`src/rtl/systolic_pkg.sv`:
```
// Shared types and helpers for the systolic sequencer and array.
// Holds the sequencer state enum, mode bit positions and wavefront range test.
package systolic_pkg;

  typedef enum logic [2:0] {
    S_IDLE,
    S_LOAD_W,
    S_LOAD_B,
    S_CLEAR,
    S_COMPUTE,
    S_DRAIN,
    S_DONE
  } seq_state_t;

  localparam int MODE_SKIP_W = 0;
  localparam int MODE_SKIP_B = 1;

  // PE `pe` accumulates while the beat index lies in [pe, pe+len).
  function automatic logic wavefront_mask(
    input int unsigned pe,
    input int unsigned cnt,
    input int unsigned len
  );
    return (cnt >= pe) && (cnt < pe + len);
  endfunction

endpackage

```
`src/rtl/systolic_sequencer_onehot_dec.sv`:
```
// Index to one-hot decoder with enable.
// Ports: i_idx index, i_en enable, o_onehot decoded vector (zero when disabled).
module onehot_dec #(
  parameter int N = 8,
  parameter int W = $clog2(N)
) (
  input  logic [W-1:0] i_idx,
  input  logic         i_en,
  output logic [N-1:0] o_onehot
);

  always_comb begin
    o_onehot = '0;
    if (i_en) o_onehot[i_idx] = 1'b1;
  end

endmodule

```
`src/rtl/systolic_sequencer.sv`:
```
// Job sequencer for an N_PE linear systolic array: load W, load B, clear,
// compute wavefront and drain, with valid/ready on input stream and drain.
// Ports: clk/rst_n (sync, active-low), start/mode/k_len job request,
// in_valid/in_ready input stream, pe_*_en per-PE enables, acc_clr,
// drain_sel/out_valid/out_ready drain port, busy and done status.
module systolic_sequencer
  import systolic_pkg::*;
#(
  parameter int N_PE  = 8,
  parameter int LEN_W = 5,
  parameter int SEL_W = $clog2(N_PE)
) (
  input  logic             clk,
  input  logic             rst_n,
  input  logic             start,
  input  logic [1:0]       mode,
  input  logic [LEN_W-1:0] k_len,
  input  logic             in_valid,
  output logic             in_ready,
  output logic [N_PE-1:0]  pe_weight_en,
  output logic [N_PE-1:0]  pe_bias_en,
  output logic [N_PE-1:0]  pe_acc_en,
  output logic             acc_clr,
  output logic [SEL_W-1:0] drain_sel,
  output logic             out_valid,
  input  logic             out_ready,
  output logic             busy,
  output logic             done
);

  localparam int CNT_W = $clog2(2**LEN_W + N_PE);
  localparam logic [CNT_W-1:0] LAST_PE = CNT_W'(N_PE - 1);

  seq_state_t       r_state;
  seq_state_t       w_next;
  logic [CNT_W-1:0] r_cnt;
  logic [1:0]       r_mode;
  logic [LEN_W-1:0] r_klen;
  logic [CNT_W-1:0] w_klen;
  logic [CNT_W-1:0] w_cmp_end;
  logic             w_adv;
  logic             w_dec_en;
  logic [N_PE-1:0]  w_onehot;

  assign w_klen    = CNT_W'(r_klen);
  assign w_cmp_end = w_klen + CNT_W'(N_PE - 2);

  // One decoder serves both load phases; the state picks the target bus.
  onehot_dec #(.N(N_PE), .W(SEL_W)) u_dec (
    .i_idx    (r_cnt[SEL_W-1:0]),
    .i_en     (w_dec_en),
    .o_onehot (w_onehot)
  );

  always_comb begin
    w_next       = r_state;
    w_adv        = 1'b0;
    w_dec_en     = 1'b0;
    in_ready     = 1'b0;
    pe_weight_en = '0;
    pe_bias_en   = '0;
    pe_acc_en    = '0;
    acc_clr      = 1'b0;
    drain_sel    = '0;
    out_valid    = 1'b0;
    busy         = (r_state != S_IDLE);
    done         = 1'b0;
    unique case (r_state)
      S_IDLE: begin
        if (start) begin
          if (!mode[MODE_SKIP_W])      w_next = S_LOAD_W;
          else if (!mode[MODE_SKIP_B]) w_next = S_LOAD_B;
          else                         w_next = S_CLEAR;
        end
      end
      S_LOAD_W: begin
        in_ready     = 1'b1;
        w_adv        = in_valid;
        w_dec_en     = in_valid;
        pe_weight_en = w_onehot;
        if (w_adv && r_cnt == LAST_PE)
          w_next = r_mode[MODE_SKIP_B] ? S_CLEAR : S_LOAD_B;
      end
      S_LOAD_B: begin
        in_ready   = 1'b1;
        w_adv      = in_valid;
        w_dec_en   = in_valid;
        pe_bias_en = w_onehot;
        if (w_adv && r_cnt == LAST_PE) w_next = S_CLEAR;
      end
      S_CLEAR: begin
        acc_clr = 1'b1;
        w_next  = (r_klen == '0) ? S_DRAIN : S_COMPUTE;
      end
      S_COMPUTE: begin
        // Feed beats wait for data; flush beats free-run.
        in_ready = (r_cnt < w_klen);
        w_adv    = in_ready ? in_valid : 1'b1;
        if (w_adv) begin
          for (int unsigned i = 0; i < N_PE; i++)
            pe_acc_en[i] = wavefront_mask(i, 32'(r_cnt), 32'(r_klen));
        end
        if (w_adv && r_cnt == w_cmp_end) w_next = S_DRAIN;
      end
      S_DRAIN: begin
        out_valid = 1'b1;
        drain_sel = r_cnt[SEL_W-1:0];
        w_adv     = out_ready;
        if (w_adv && r_cnt == LAST_PE) w_next = S_DONE;
      end
      S_DONE: begin
        done   = 1'b1;
        w_next = S_IDLE;
      end
      default: w_next = S_IDLE;
    endcase
  end

  always_ff @(posedge clk) begin
    if (!rst_n) begin
      r_state <= S_IDLE;
      r_cnt   <= '0;
      r_mode  <= '0;
      r_klen  <= '0;
    end else begin
      r_state <= w_next;
      if (w_next != r_state) r_cnt <= '0;
      else if (w_adv)        r_cnt <= r_cnt + CNT_W'(1);
      if (r_state == S_IDLE && start) begin
        r_mode <= mode;
        r_klen <= k_len;
      end
    end
  end

endmodule

```
`config.mk`:
```
export PLATFORM = sky130hd
export DESIGN_NAME = systolic_sequencer
export DESIGN_NICKNAME = d
export VERILOG_FILES = /design/src/rtl/systolic_pkg.sv /design/src/rtl/systolic_sequencer_onehot_dec.sv /design/src/rtl/systolic_sequencer.sv
export SDC_FILE = /design/constraint.sdc
export NUM_CORES = 1
export LEC_CHECK = 0
export ABC_AREA = 1
export CAP_MARGIN = 5
export CORE_MARGIN = 4
export CORE_UTILIZATION = 51
export CTS_CLUSTER_SIZE = 8
export DETAILED_ROUTE_END_ITERATION = 8
export GPL_ROUTABILITY_DRIVEN = 0
export PLACE_DENSITY = 0.84
export SLEW_MARGIN = 40
export SYNTH_ARGS = -nofsm -noshare
export SYNTH_HDL_FRONTEND = slang
export SYNTH_SLANG_ARGS = --single-unit
```
`constraint.sdc`:
```
create_clock -name clk -period 3.3 [get_ports clk]
set_clock_uncertainty 0.15 [all_clocks]
set_input_delay 0.66 -clock clk [delete_from_list [all_inputs] [get_ports clk]]
set_output_delay 0.66 -clock clk [all_outputs]
set_load 0.02 [all_outputs]
```
Yosys cells after proc, flatten, opt, wreduce, memory -nomap -nowiden
Cells that the tools add are included.
- $lt $le $gt $ge: 18
- multipliers: 0
- bitwise logic cells: 1
- shift operators: 0
- mux-type cells: 25
- div/mod/pow operators: 0
- add/subtract/negate cells: 9
- equal/unequal tests: 9
- reductions and logical operators: 17
- operators by type and width (operator ; count):
    6-bit < comparator ; 7
    8-bit 2-to-1 mux ; 5
    3-bit by 5-bit adder with 6-bit output (first input constant) ; 4
    6-bit by 3-bit >= comparator with 1-bit output (second input constant) ; 4
    3-bit 2-to-1 mux ; 6
    3-bit one-hot mux with 6 select lines ; 1
    2-bit by 5-bit adder with 6-bit output (first input constant) ; 2
    6-bit by 2-bit >= comparator with 1-bit output (second input constant) ; 2
    1-bit logical AND ; 12
    6-bit by 5-bit < comparator with 1-bit output ; 2
    3-bit equality test (second input constant) ; 3
    1-bit 2-to-1 mux ; 9
    1-bit by 5-bit adder with 6-bit output (first input constant) ; 1
    5-bit by 3-bit adder with 6-bit output (second input constant) ; 1
    6-bit by 1-bit adder with 6-bit output (second input constant) ; 1
    3-bit by 2-bit equality test with 1-bit output (second input constant) ; 2
    6-bit by 3-bit equality test with 1-bit output (second input constant) ; 1
    6-bit equality test ; 1
    6-bit by 1-bit >= comparator with 1-bit output (second input constant) ; 1
    5-bit zero test ; 1
    3-bit by 4-bit < comparator with 1-bit output (second input constant) ; 1
    2-bit OR reduction ; 2
    1-bit demux with 3-bit select ; 1
    3-bit by 1-bit equality test with 1-bit output (second input constant) ; 1
    8 further kinds ; 8
- memory bits (read-only): 0
- memories kept: 0
- register bits: 16
- bits in latches: 0
- memory bits (writable): 0

Depth between registers and ports, before layout
- depth after elaboration: 7
- depth in mapped cells: 13
- depth with buffers taken out: 12

Cells and area by module
From an unflattened synthesis, not the netlist that was laid out.
- cell total of the unflattened synthesis: 377
- area total of the unflattened synthesis: 2434.8 um^2
- modules (own cells, without submodules) (module ; sequential area each (um^2) ; area each (um^2) ; times used ; cells an instance):
    systolic_sequencer ; 300.3 ; 2371.0 ; 1 ; 360
    onehot_dec ; 0.0 ; 63.8 ; 1 ; 17

Worst setup path after synthesis
No wires, ideal clock.
- path kind: register to output
- start point: register r_klen[3]
- end point: output pe_acc_en[4]
- cell stages (with the launch flop): 11
- data arrival time: 2311 ps
- path buffers: 1
- path slack: 179 ps
- path through: dfxtp_1 clkbuf_1 clkinv_1 ha_1 inv_1 ha_1 inv_1 nor3_1 nand2_1 o211ai_1 nor4_1
- word-level cells in the longest chain between the ends: 5
- ends and longest elaborated chain (item ; RTL line ; source):
    start, declared ; systolic_sequencer.sv:38 ; logic [LEN_W-1:0] r_klen;
    start signal, assigned ; systolic_sequencer.sv:131 ; r_klen <= k_len;
    3-bit by 5-bit adder with 6-bit output ; systolic_pkg.sv:24 ; return (cnt >= pe) && (cnt < pe + len);
    6-bit < comparator ; systolic_pkg.sv:24 ;
    1-bit logical AND ; systolic_pkg.sv:24 ;
    8-bit 2-to-1 mux (*) ; systolic_sequencer.sv:99 ; if (w_adv) begin
    8-bit 2-to-1 mux (*) ; systolic_sequencer.sv:68 ; unique case (r_state)
    end, declared ; systolic_sequencer.sv:22 ; output logic [N_PE-1:0] pe_acc_en,
Every way passes the cells marked *; elsewhere a longest branch is shown, timed or not.

Worst setup path after layout
- start point: input in_valid
- end point: output pe_weight_en[3]
- word-level cells in the longest chain between the ends: 3
- ends and longest elaborated chain (item ; RTL line ; source):
    start, declared ; systolic_sequencer.sv:18 ; input logic in_valid,
    1-bit 2-to-1 mux ; systolic_sequencer.sv:68 ;
    8-bit 2-to-1 mux ; systolic_sequencer_onehot_dec.sv:14 ; if (i_en) o_onehot[i_idx] = 1'b1;
    8-bit 2-to-1 mux ; systolic_sequencer.sv:68 ;
    end, declared ; systolic_sequencer.sv:20 ; output logic [N_PE-1:0] pe_weight_en,
No other way between the ends.

==> results.md <==
* Clock tree sinks at 15
* Clk Latency, worst-skew pair at approximately 0.26 ns
* Layout Utilization at between 60% and 70%
* Syn-to-layout area delta at 28.4%
* Most used routing layer: met2
* Post-route ant nets at 0
* Final hold slack at 0.415 ns
* Max incr delay on CP at 0.62 ns
* Final Hold Viols at 0
* # DRC at 0
* Primary FF master, synth: dfxtp_1
* Max H-tree Level at 1
* Post-synthesis xor/xnor area fraction at under 10%
* Post-synth EDFFs at 0
* Pwr/cell area at between 200 and 250 nW/um^2
* Setup CP Type: primary input to output port
* CP dominant cell by count: clkdlybuf4s50_1
* WL per Instance at 13.5 um
* First-pass GRT wire length at around 11000 um
* CTS Buf Count at 3
* CTS tree: done
* Slew Limit Fails at 0
* FP Rows at 24
* Die Wd at ~76 um
* Synth Area in Simple Gates at between 30% and 40%
* Post-synthesis compound-gate area fraction at between 10% and 20%
* Final non-filler cell total at about 480
* Worst Tran Pin Value at between 0.5 and 0.6 ns
* Min-Delay Path Class: flop to flop
* Post-synthesis mux area share at 0.474%
* Initial Util at between 50% and 60%
* Setup Viol. Count Final at 0
* Yosys reg bits at 15
* Vias in the first global route at around 2400
* Slowest CP cell: clkdlybuf4s50_1
* Drt first pass iters at 4
* Synthesized area at around 2400 um^2
* # Max-Cap Violations at 0
* Mapped Cells at 360
* Vias at approximately 2500
* Largest net degree at the start of global routing at 16
* CP Max Fanout at 4
* Ys Warns at 0
* Status: completed
* Clock transition at path regs at roughly 0.07 ns
* GRT met3 Usage at around 2.6%
* Leakage at 1.58 nW
* Crit-path cells: clkdlybuf4s50_1, inv_1, nor2_4, inv_2, nor2_2, nand2_1, nor2_1, clkdlybuf4s50_1
* Initial antenna violation count at 0
* Sequential-to-total area share from yosys stat at 12.7%
* Tmin final at 3.19 ns
* Global Route met2 Usage at around two fifths
* Critical path arrival at about 2.4 ns
* Total die area at 5810 um^2
* Tot GR Track Use at between 20 and 25%
* Setup repair bufs after CTS at 0
* Worst Setup Start Kind: primary input
* Met1 Use GR at a little over a quarter
* Synthesized net count at 424
* Share of cells above drive strength 1 at 13.0%
* Routed WL at about 6400 um
* Global route overflow at 0
* Crit share post-route at 96.6%
* Adder-Cell Fraction of Synth Area at 27.4%
* Die H at approximately 76 um
* I/O Pins at 44
* Pwr Total at between 0.6 and 0.7 mW
* DRT iter0 DRCs at 209
* Synth async-reset ratio at 0%
* Commonest non-fill, non-tap cell in the layout: nand2_1
* Core area at roughly 4400 um^2
* VDD IR max at 0.000281 V
* Setup crit end kind: output port
* Placed cells at ~470
* Fmax at roughly 310 MHz
* Main combinational cell family by area after synthesis: simple AND/OR/NAND/NOR gates
* Port Buffer Count at 43
* Vias per Instance at approximately 5.3
* Post-CTS resize count at 9
* DP HPWL at between 5000 and 6000 um
* Rel. slew slack at approximately two thirds
* Most frequent cells in the layout: 62 x nand2_1, 52 x inv_1, 52 x nor2_1
* Mean Syn Cell Area at around 6.6 um^2
* Cell variety after synth at 31
* Ant diodes at 0
* NumNets Final at about 500
* CP required at 2.49 ns
* # hold bufs at CTS at 0
* CTS Buffer Depth at 2
* Clock root buffer: clkbuf_8
* CP delay by family, top: buffers and inverters
* Buf+Inv Stages, Crit Path at 4
worst reg2reg max path, stage by stage, from the launching register on:
cell and delay [ns]:
dfxtp_1 0.31, buf_4 0.15, ha_1 0.27, a21oi_1 0.17
xor2_1 0.11, ha_1 0.29, nand2_1 0.05, nor3_1 0.27
nand3_1 0.15, nand3_1 0.09, nand2_1 0.06, nand2_2 0.15
nor2_1 0.09
registers in the layout (all words and copies together), names as in the netlist:
name and count:
r_state 3, r_cnt 6, r_klen 5, r_mode 1
Yosys cell counts (5+ instances only):
library cell | count | area share [%]
a21oi_1 | 24 | 5.1
nor2_1 | 52 | 8.2
xor2_1 | 12 | 4.4
nor3_1 | 8 | 1.7
dfxtp_1 | 15 | 13
nand3_1 | 20 | 4.2
o21ai_0 | 15 | 3.2
a21boi_1 | 5 | 1.6
inv_1 | 53 | 8.4
nand2_1 | 62 | 9.8
ha_1 | 52 | 27
path summary, 6_finish.rpt:
path	start	end	slack, ns	depth (start not counted)
setup / recovery	in_valid	pe_weight_en[3]	0.11	8
hold / removal	r_klen[1]$_SDFFE_PN0P_	r_klen[1]$_SDFFE_PN0P_	0.42	2
setup reg to reg	r_klen[2]$_SDFFE_PN0P_	r_cnt[4]$_SDFFE_PP0P_	0.86	12
hold reg to reg	r_klen[1]$_SDFFE_PN0P_	r_klen[1]$_SDFFE_PN0P_	0.42	2
per-stage QoR:
| step | setup slack, ns | cell area, um^2 | setup TNS (ns) |
|---|---|---|---|
| after global placement | 0.0198 | 2990 | 0 |
| after floorplan | 0.179 | 2370 | 0 |
| after global routing | -0.0121 | 3050 | -0.0121 |
| final | 0.114 | 3050 | 0 |
| after detailed placement | -0.0413 | 2990 | -0.0465 |
| after CTS | 0.0242 | 3040 | 0 |
cells by family after synthesis:
kind of cell	Yosys count
mux	1
compound gates	51
simple gates	163
flops	15
fa+ha+maj	52
xor+xnor	16
buf+inv	62
report_power, final:
part	internal (mW)	switching [mW]	leakage (nW)
Clock	0.0853	0.0785	0.0217
Combinational	0.139	0.188	1.44
Sequential	0.193	0.0150	0.123
area by class of cell:
| type | count | area, um^2 |
|---|---|---|
| tap | 52 | 65.1 |
| sequential | 15 | 303 |
| fill | 375 | 1400 |
| timing repair buffer | 63 | 557 |
| inverter | 58 | 223 |
| clock buffer | 3 | 41.3 |
| multi-input combinational | 283 | 1850 |
| clock inverter | 1 | 7.51 |
metal layers:
metal,share of wire (%),vias up
met5,0,-
met4,1.7,0
met3,5.8,15
met2,50,86
met1,43,1116
li1,-,1292
Note: power is estimated with default switching activity, not from simulation.
